<file path="src/rtl/fetch_unit_if.sv">
// Fetch-unit bus bundle: PC request/increment, memory read handshake and
// decoder valid/ack. The fetch unit is the master side.
interface fetch_unit_if #(
    parameter int unsigned DATA_WIDTH = 16
);
    logic [DATA_WIDTH-1:0] pc_value;
    logic                  pc_read;
    logic                  pc_inc;
    logic [DATA_WIDTH-1:0] mem_addr;
    logic                  mem_read;
    logic                  mem_ready;
    logic [DATA_WIDTH-1:0] mem_data;
    logic [DATA_WIDTH-1:0] ir;
    logic [DATA_WIDTH-1:0] imm;
    logic                  ir_valid;
    logic                  ir_ack;

    modport master (
        input  pc_value, mem_ready, mem_data, ir_ack,
        output pc_read, pc_inc, mem_addr, mem_read, ir, imm, ir_valid
    );

    modport slave (
        output pc_value, mem_ready, mem_data, ir_ack,
        input  pc_read, pc_inc, mem_addr, mem_read, ir, imm, ir_valid
    );
endinterface

</file>
<file path="src/rtl/fetch_unit.sv">
// Instruction fetch sequencer: reads PC, fetches one or two words from memory,
// bumps the PC per word and hands the instruction to the decoder.
module fetch_unit #(
    parameter int unsigned DATA_WIDTH = 16,
    parameter int unsigned IMM_BIT    = 15
) (
    input  logic         clk,
    input  logic         notClr,
    input  logic         halt,
    output logic         busy,
    fetch_unit_if.master bus
);

    localparam logic [2:0] StIdle  = 3'd0;
    localparam logic [2:0] StAddr  = 3'd1;
    localparam logic [2:0] StMem   = 3'd2;
    localparam logic [2:0] StInc   = 3'd3;
    localparam logic [2:0] StValid = 3'd4;

    logic [2:0]            state_q, state_d;
    logic                  imm_pending_q, imm_pending_d;
    logic [DATA_WIDTH-1:0] mem_addr_q;
    logic [DATA_WIDTH-1:0] ir_q;
    logic [DATA_WIDTH-1:0] imm_q;

    always_comb begin
        state_d       = state_q;
        imm_pending_d = imm_pending_q;
        case (state_q)
            StIdle:  if (!halt) state_d = StAddr;
            StAddr:  state_d = StMem;
            StMem:   if (bus.mem_ready) state_d = StInc;
            StInc: begin
                // Only the first word can request a trailing immediate
                if (!imm_pending_q && ir_q[IMM_BIT]) begin
                    imm_pending_d = 1'b1;
                    state_d       = StAddr;
                end else begin
                    imm_pending_d = 1'b0;
                    state_d       = StValid;
                end
            end
            StValid: if (bus.ir_ack) state_d = halt ? StIdle : StAddr;
            default: state_d = StIdle;
        endcase
    end

    always_ff @(posedge clk or negedge notClr) begin
        if (!notClr) begin
            state_q       <= StIdle;
            imm_pending_q <= 1'b0;
            mem_addr_q    <= '0;
            ir_q          <= '0;
            imm_q         <= '0;
        end else begin
            state_q       <= state_d;
            imm_pending_q <= imm_pending_d;
            if (state_q == StAddr) begin
                mem_addr_q <= bus.pc_value;
            end
            if (state_q == StMem && bus.mem_ready) begin
                if (imm_pending_q) begin
                    imm_q <= bus.mem_data;
                end else begin
                    ir_q <= bus.mem_data;
                end
            end
        end
    end

    assign bus.pc_read  = (state_q == StAddr);
    assign bus.mem_read = (state_q == StMem);
    assign bus.pc_inc   = (state_q == StInc);
    assign bus.ir_valid = (state_q == StValid);
    assign bus.mem_addr = mem_addr_q;
    assign bus.ir       = ir_q;
    assign bus.imm      = imm_q;
    assign busy         = (state_q != StIdle);

endmodule
</file>
<file path="src/flat_wrapper.sv">
// flat-port wrapper written by rule: the top's interface ports become plain ports
module fetch_unit_flat 
#(
    parameter int unsigned DATA_WIDTH = 16,
    parameter int unsigned IMM_BIT    = 15
)
  (clk, notClr, halt, busy, bus_pc_value, bus_mem_ready, bus_mem_data, bus_ir_ack, bus_pc_read, bus_pc_inc, bus_mem_addr, bus_mem_read, bus_ir, bus_imm, bus_ir_valid);
  fetch_unit_if #(.DATA_WIDTH(DATA_WIDTH)) bus_i ();
  input  logic clk;
  input  logic notClr;
  input  logic halt;
  output logic busy;
  input wire logic [$bits(bus_i.pc_value)-1:0] bus_pc_value;
  input wire logic [$bits(bus_i.mem_ready)-1:0] bus_mem_ready;
  input wire logic [$bits(bus_i.mem_data)-1:0] bus_mem_data;
  input wire logic [$bits(bus_i.ir_ack)-1:0] bus_ir_ack;
  output wire logic [$bits(bus_i.pc_read)-1:0] bus_pc_read;
  output wire logic [$bits(bus_i.pc_inc)-1:0] bus_pc_inc;
  output wire logic [$bits(bus_i.mem_addr)-1:0] bus_mem_addr;
  output wire logic [$bits(bus_i.mem_read)-1:0] bus_mem_read;
  output wire logic [$bits(bus_i.ir)-1:0] bus_ir;
  output wire logic [$bits(bus_i.imm)-1:0] bus_imm;
  output wire logic [$bits(bus_i.ir_valid)-1:0] bus_ir_valid;
  assign bus_i.pc_value = bus_pc_value;
  assign bus_i.mem_ready = bus_mem_ready;
  assign bus_i.mem_data = bus_mem_data;
  assign bus_i.ir_ack = bus_ir_ack;
  assign bus_pc_read = bus_i.pc_read;
  assign bus_pc_inc = bus_i.pc_inc;
  assign bus_mem_addr = bus_i.mem_addr;
  assign bus_mem_read = bus_i.mem_read;
  assign bus_ir = bus_i.ir;
  assign bus_imm = bus_i.imm;
  assign bus_ir_valid = bus_i.ir_valid;
  fetch_unit #(.DATA_WIDTH(DATA_WIDTH), .IMM_BIT(IMM_BIT)) u_core (.clk(clk), .notClr(notClr), .halt(halt), .busy(busy), .bus(bus_i));
endmodule
</file>
<file path="config.mk">
export PLATFORM = sky130hd
export DESIGN_NAME = fetch_unit_flat
export DESIGN_NICKNAME = d
export VERILOG_FILES = /design/src/rtl/fetch_unit_if.sv /design/src/rtl/fetch_unit.sv /design/src/flat_wrapper.sv
export SDC_FILE = /design/constraint.sdc
export NUM_CORES = 1
export LEC_CHECK = 0
export BUFFER_PORTS_ARGS = -buffer_cell sky130_fd_sc_hd__buf_2
export CORE_ASPECT_RATIO = 1.25
export CORE_UTILIZATION = 42
export DETAILED_ROUTE_END_ITERATION = 7
export MAX_ROUTING_LAYER = met4
export PLACE_DENSITY = 0.75
export SLEW_MARGIN = 0
export SYNTH_ARGS = -nofsm -noshare
export SYNTH_HDL_FRONTEND = slang
export SYNTH_SLANG_ARGS = --single-unit
export TNS_END_PERCENT = 20
</file>
<file path="constraint.sdc">
create_clock -name clk -period 1.8 [get_ports clk]
set_clock_uncertainty 0.1 [all_clocks]
set_input_delay 0.45 -clock clk [delete_from_list [all_inputs] [get_ports clk]]
set_output_delay 0.45 -clock clk [all_outputs]
set_load 0.05 [all_outputs]
</file>
# --- Yosys cells after proc, flatten, opt, wreduce, memory -nomap -nowiden ---
# Cells that the tools add are included.
totals:
  register_bits: 52
  inputBits: 37
  output_inout_bits: 53
classes:
  n_eq_ne: 7
  mux: 7
  bitwise: 1
  reduce_logical: 8
ops:
  columns: ["op", "count"]
  rows:
  - ["$pmux 3 s5", 1]
  - ["$mux 3", 4]
  - ["$eq 3x2->1 const B", 2]
  - ["$ne 2x2->1 const B", 3]
  - ["$reduce_and 2->1", 2]
  - ["$eq 3x1->1 const B", 1]
  - ["$eq 3x3->1 const B", 1]
  - ["$logic_not 3->1", 1]
  - ["$reduce_and 3->1", 1]
  - ["$reduce_bool 3->1", 1]
  - ["$logic_and 1x1->1", 2]
  - ["$mux 1", 2]
  - ["$logic_not 1->1", 1]
  - ["$not 1->1", 1]

# --- Logic depth before layout (Yosys ltp) ---
depth:
  word_depth: 4
  mapped_depth: 6
  mapped_depth_nobuf: 3

# --- Worst setup path after synthesis ---
# OpenSTA, ideal clock, no wires.
synth_path:
  path_type: "flip-flop to flip-flop"
  startpoint: "reg u_core.state_q[0]"
  endpoint: "reg u_core.ir_q[10] (netlist: u_core.bus.ir[10])"
  t_arrival_ns: 1.867
  path_slack_ns: -0.292
  path_stages_with_launch: 7
  n_path_buf: 3
  period_less_slack_ns: 2.092
  path_cell_list: "dfrtp_1 > buf_4 > nor3b_4 > and3b_1 > buf_6 > buf_8 > mux2_2"
synth_via:
  elab_chain_len: 3
synth_rtl:
  columns: ["item", "line_no", "text"]
  rows:
  - ["from (decl)", "fetch_unit.sv:20", "logic [2:0] state_q, state_d;"]
  - ["from (signal assigned)", "fetch_unit.sv:50", "state_q <= StIdle;"]
  - ["from (signal assigned)", "fetch_unit.sv:56", "state_q <= state_d;"]
  - ["$eq 3x2->1", null, null]
  - ["net bus_mem_read", "flat_wrapper.sv:20", "output wire logic [$bits(bus_i.mem_read)-1:0] bus_mem_read;"]
  - ["$logic_and 1x1->1", "fetch_unit.sv:61", "if (state_q == StMem && bus.mem_ready) begin"]
  - ["$reduce_and 2->1 (no line)", null, null]
  - ["to (signal assigned)", "fetch_unit.sv:65", "ir_q <= bus.mem_data;"]
  - ["to (decl)", "fetch_unit.sv:23", "logic [DATA_WIDTH-1:0] ir_q;"]
# The timed path passes the listed nets, and every way through them passes these cells.
# A chain may end at the register's enable or synchronous reset.

# --- Worst setup path after layout ---
layout_path:
  startpoint: "reg u_core.state_q[2]"
  endpoint: "out busy"
layout_via:
  elab_chain_len: 1
layout_rtl:
  columns: ["item", "line_no", "text"]
  rows:
  - ["$reduce_bool 3->1", "fetch_unit.sv:78", "assign busy = (state_q != StIdle);"]
  - ["to (decl)", "flat_wrapper.sv:12", "output logic busy;"]
# No other way between the ends.

==> impl_results.md <==
* Post-synthesis sequential area ratio at 0.622
* Max-slew violation count at 0
* Die H at 80.9 microns
* Nets at 271
* Final Util at 0.601
* R2R Path End: u_core.bus.ir[0]$_DFFE_PN0P_
* DRT antenna net count at 0
* DRC at 0
* Largest net degree at the start of global routing at 53
* Status: complete, but fails checks
* Reg clk slew, reported paths at 0.09 ns
* Post-Syn Area at 2090 sq um
* Final hold violations at 0
* Count of cell types in the netlist at 26
* TritonCTS clock tree: built
* Worst hold path type: primary input to asynchronous set/reset pin
* Drt first pass iters at 5
* First-pass GRT wire length at 6.53 mm
* DR iter-0 viols at 47
* Worst Path Max Fanout at 8
* Fin crit share at 1.07
* WS Path Type: flop to primary output
* Port Buf Inserts at 89
* Remaining Overflow, GRT at 0
* Commonest non-fill, non-tap cell in the layout: buf_2
* Via/cell ratio at 4.94
* Horiz. Die Dim at 65.1 microns
* Final std cells w/o fill at 295
* CTS Hold Bufs at 0
* Reg2reg start: u_core.state_q[0]$_DFFE_PN0P_
* Overall Global Routing Usage at 0.169
* Critical path data required time at 1.25 ns
* Placed insts at 284
* TritonCTS sink count at 52
* Initial antenna violation count at 0
* Post-Syn Nets at 170
* # H-tree levels at 2
* Most frequent cells in the layout: buf_2 (84), dfrtp_1 (50), mux2_2 (38)
* Setup-failing EPs final at 4
* RSZ-0062 raised after global routing: true
* Core Region at 4760 sq um
* Relative slew slack at 0.751
* Startpoint types: flop
* CP endpoint kind: primary output
* Failing checks: negative setup slack
* Starting Density at 0.439
* R2R Setup Slk at 0.09 ns
* Cell count after synthesis at 133
* FMAX at 522 MHz
* Clock buffer count from CTS at 5
* Die footprint at 5270 sq um
* RD Place Congestion at 0.767
* Vias in the first global route at 1481
* Avg WL per Cell at 13.9 microns
* Antenna cells at 0
* Max_cap viols at 0
* Clk_lat worst skew at 0.29 ns
* Synthesized area per cell at 15.7 sq um
* Worst slew pin tran at 0.363 ns
* Post-DP HPWL at 2.94 mm
* FF-to-FF path depth at 4
* Vias at 1456
* Area grow syn2layout at 36.8%
* Setup slack after layout at -0.117 ns
* Setup TNS Final at -0.240 ns
* Tmin final at 1.92 ns
* Routed WL at 4.10 mm
* Buffers from clock root to sink, at most at 2
* Finished Cell Area at 2860 sq um
* Worst setup startpoint: u_core.state_q[2]$_DFFE_PN0P_
* I/O pins at 90
* Arr. time, crit path at 1.37 ns
* Root buffer cell: clkbuf_8
* Share of post-route cells with drive strength above 1 at 0.694
* Count of warnings emitted by yosys at 0
* #FFs+latches synth at 52
* Placement row count at 28
* Placed inst area at 2690 sq um
routing by layer:
layer | vias up | global-route usage | part of all wire
li1 | 666 | - | -
met1 | 707 | 0.200 | 0.43
met2 | 77 | 0.274 | 0.47
met3 | 6 | 0.0520 | 0.084
met4 | 0 | 0.0587 | 0.014
met5 | - | - | 0
through the flow:
step	hold WS [ns]	setup slack, ns
global route	0.0357	-0.162
CTS	0.0308	-0.132
global placement	0.366	0.0618
floorplan	0.0544	-0.269
finish	0.0321	-0.117
detailed placement	0.367	0.0288
worst max-delay path: stages (launching register included):
cell	delay (ns)
dfrtp_1	0.43
buf_6	0.16
or3_4	0.33
buf_6	0.16
cells in the mapped netlist (all sizes together):
library cell  number  area share
nor2               3      0.0054
inv                2      0.0036
and3b              1      0.0042
nor2b              1      0.0030
nand3              1      0.0048
nor3               1      0.0078
or3                1      0.0030
nand2              2      0.0036
nand3b             1      0.0036
o22ai              1      0.0030
xnor2              1      0.0042
a21oi              1      0.0024
nand2b             3      0.0090
mux2              48        0.26
a2111oi            1      0.0042
and2               1      0.0030
buf                7       0.033
dfrtp             52        0.62
a22oi              1      0.0036
o21ai              1      0.0024
o211ai             2      0.0072
nor3b              1      0.0090
state kept, by name, summed over array words and instances (netlist names):
register and flops:
u_core.bus.ir 16, u_core.bus.mem_addr 16, u_core.state_q 3, u_core.bus.imm 16, u_core.imm_pending_q 1
area by class of cell:
cell class | instances | area [sq um]
fillers | 413 | 1900
flip-flops and latches | 52 | 1300
multi-input cells | 72 | 757
repair buffers | 101 | 608
well taps | 60 | 75.1
clock buffers | 5 | 68.8
clock inverters | 3 | 42.5
inverters | 2 | 7.51
how the worst max path moves through the flow:
stage	end
finish	busy
global route	busy
CTS	busy
detailed placement	bus_pc_read
global placement	bus_pc_read
floorplan	u_core.bus.ir[10]$_DFFE_PN0P_
logic make-up after synthesis:
kind of cell / Yosys count / share of synthesized area
flops: 52 / 0.622
mux: 48 / 0.258
simple gates: 16 / 0.0562
buf+inv: 9 / 0.0365
compound gates: 7 / 0.0227
xor+xnor: 1 / 0.00419
timing repair:
action                                  4_1_cts  5_1_grt
pin swaps                                     0        0
gates resized for setup                      14        0
endpoints found under the setup margin        5        5
buffers inserted                              1        2
Power is not shown: default switching activity piles up to over one toggle a cycle in this logic, so the estimate is an artifact.
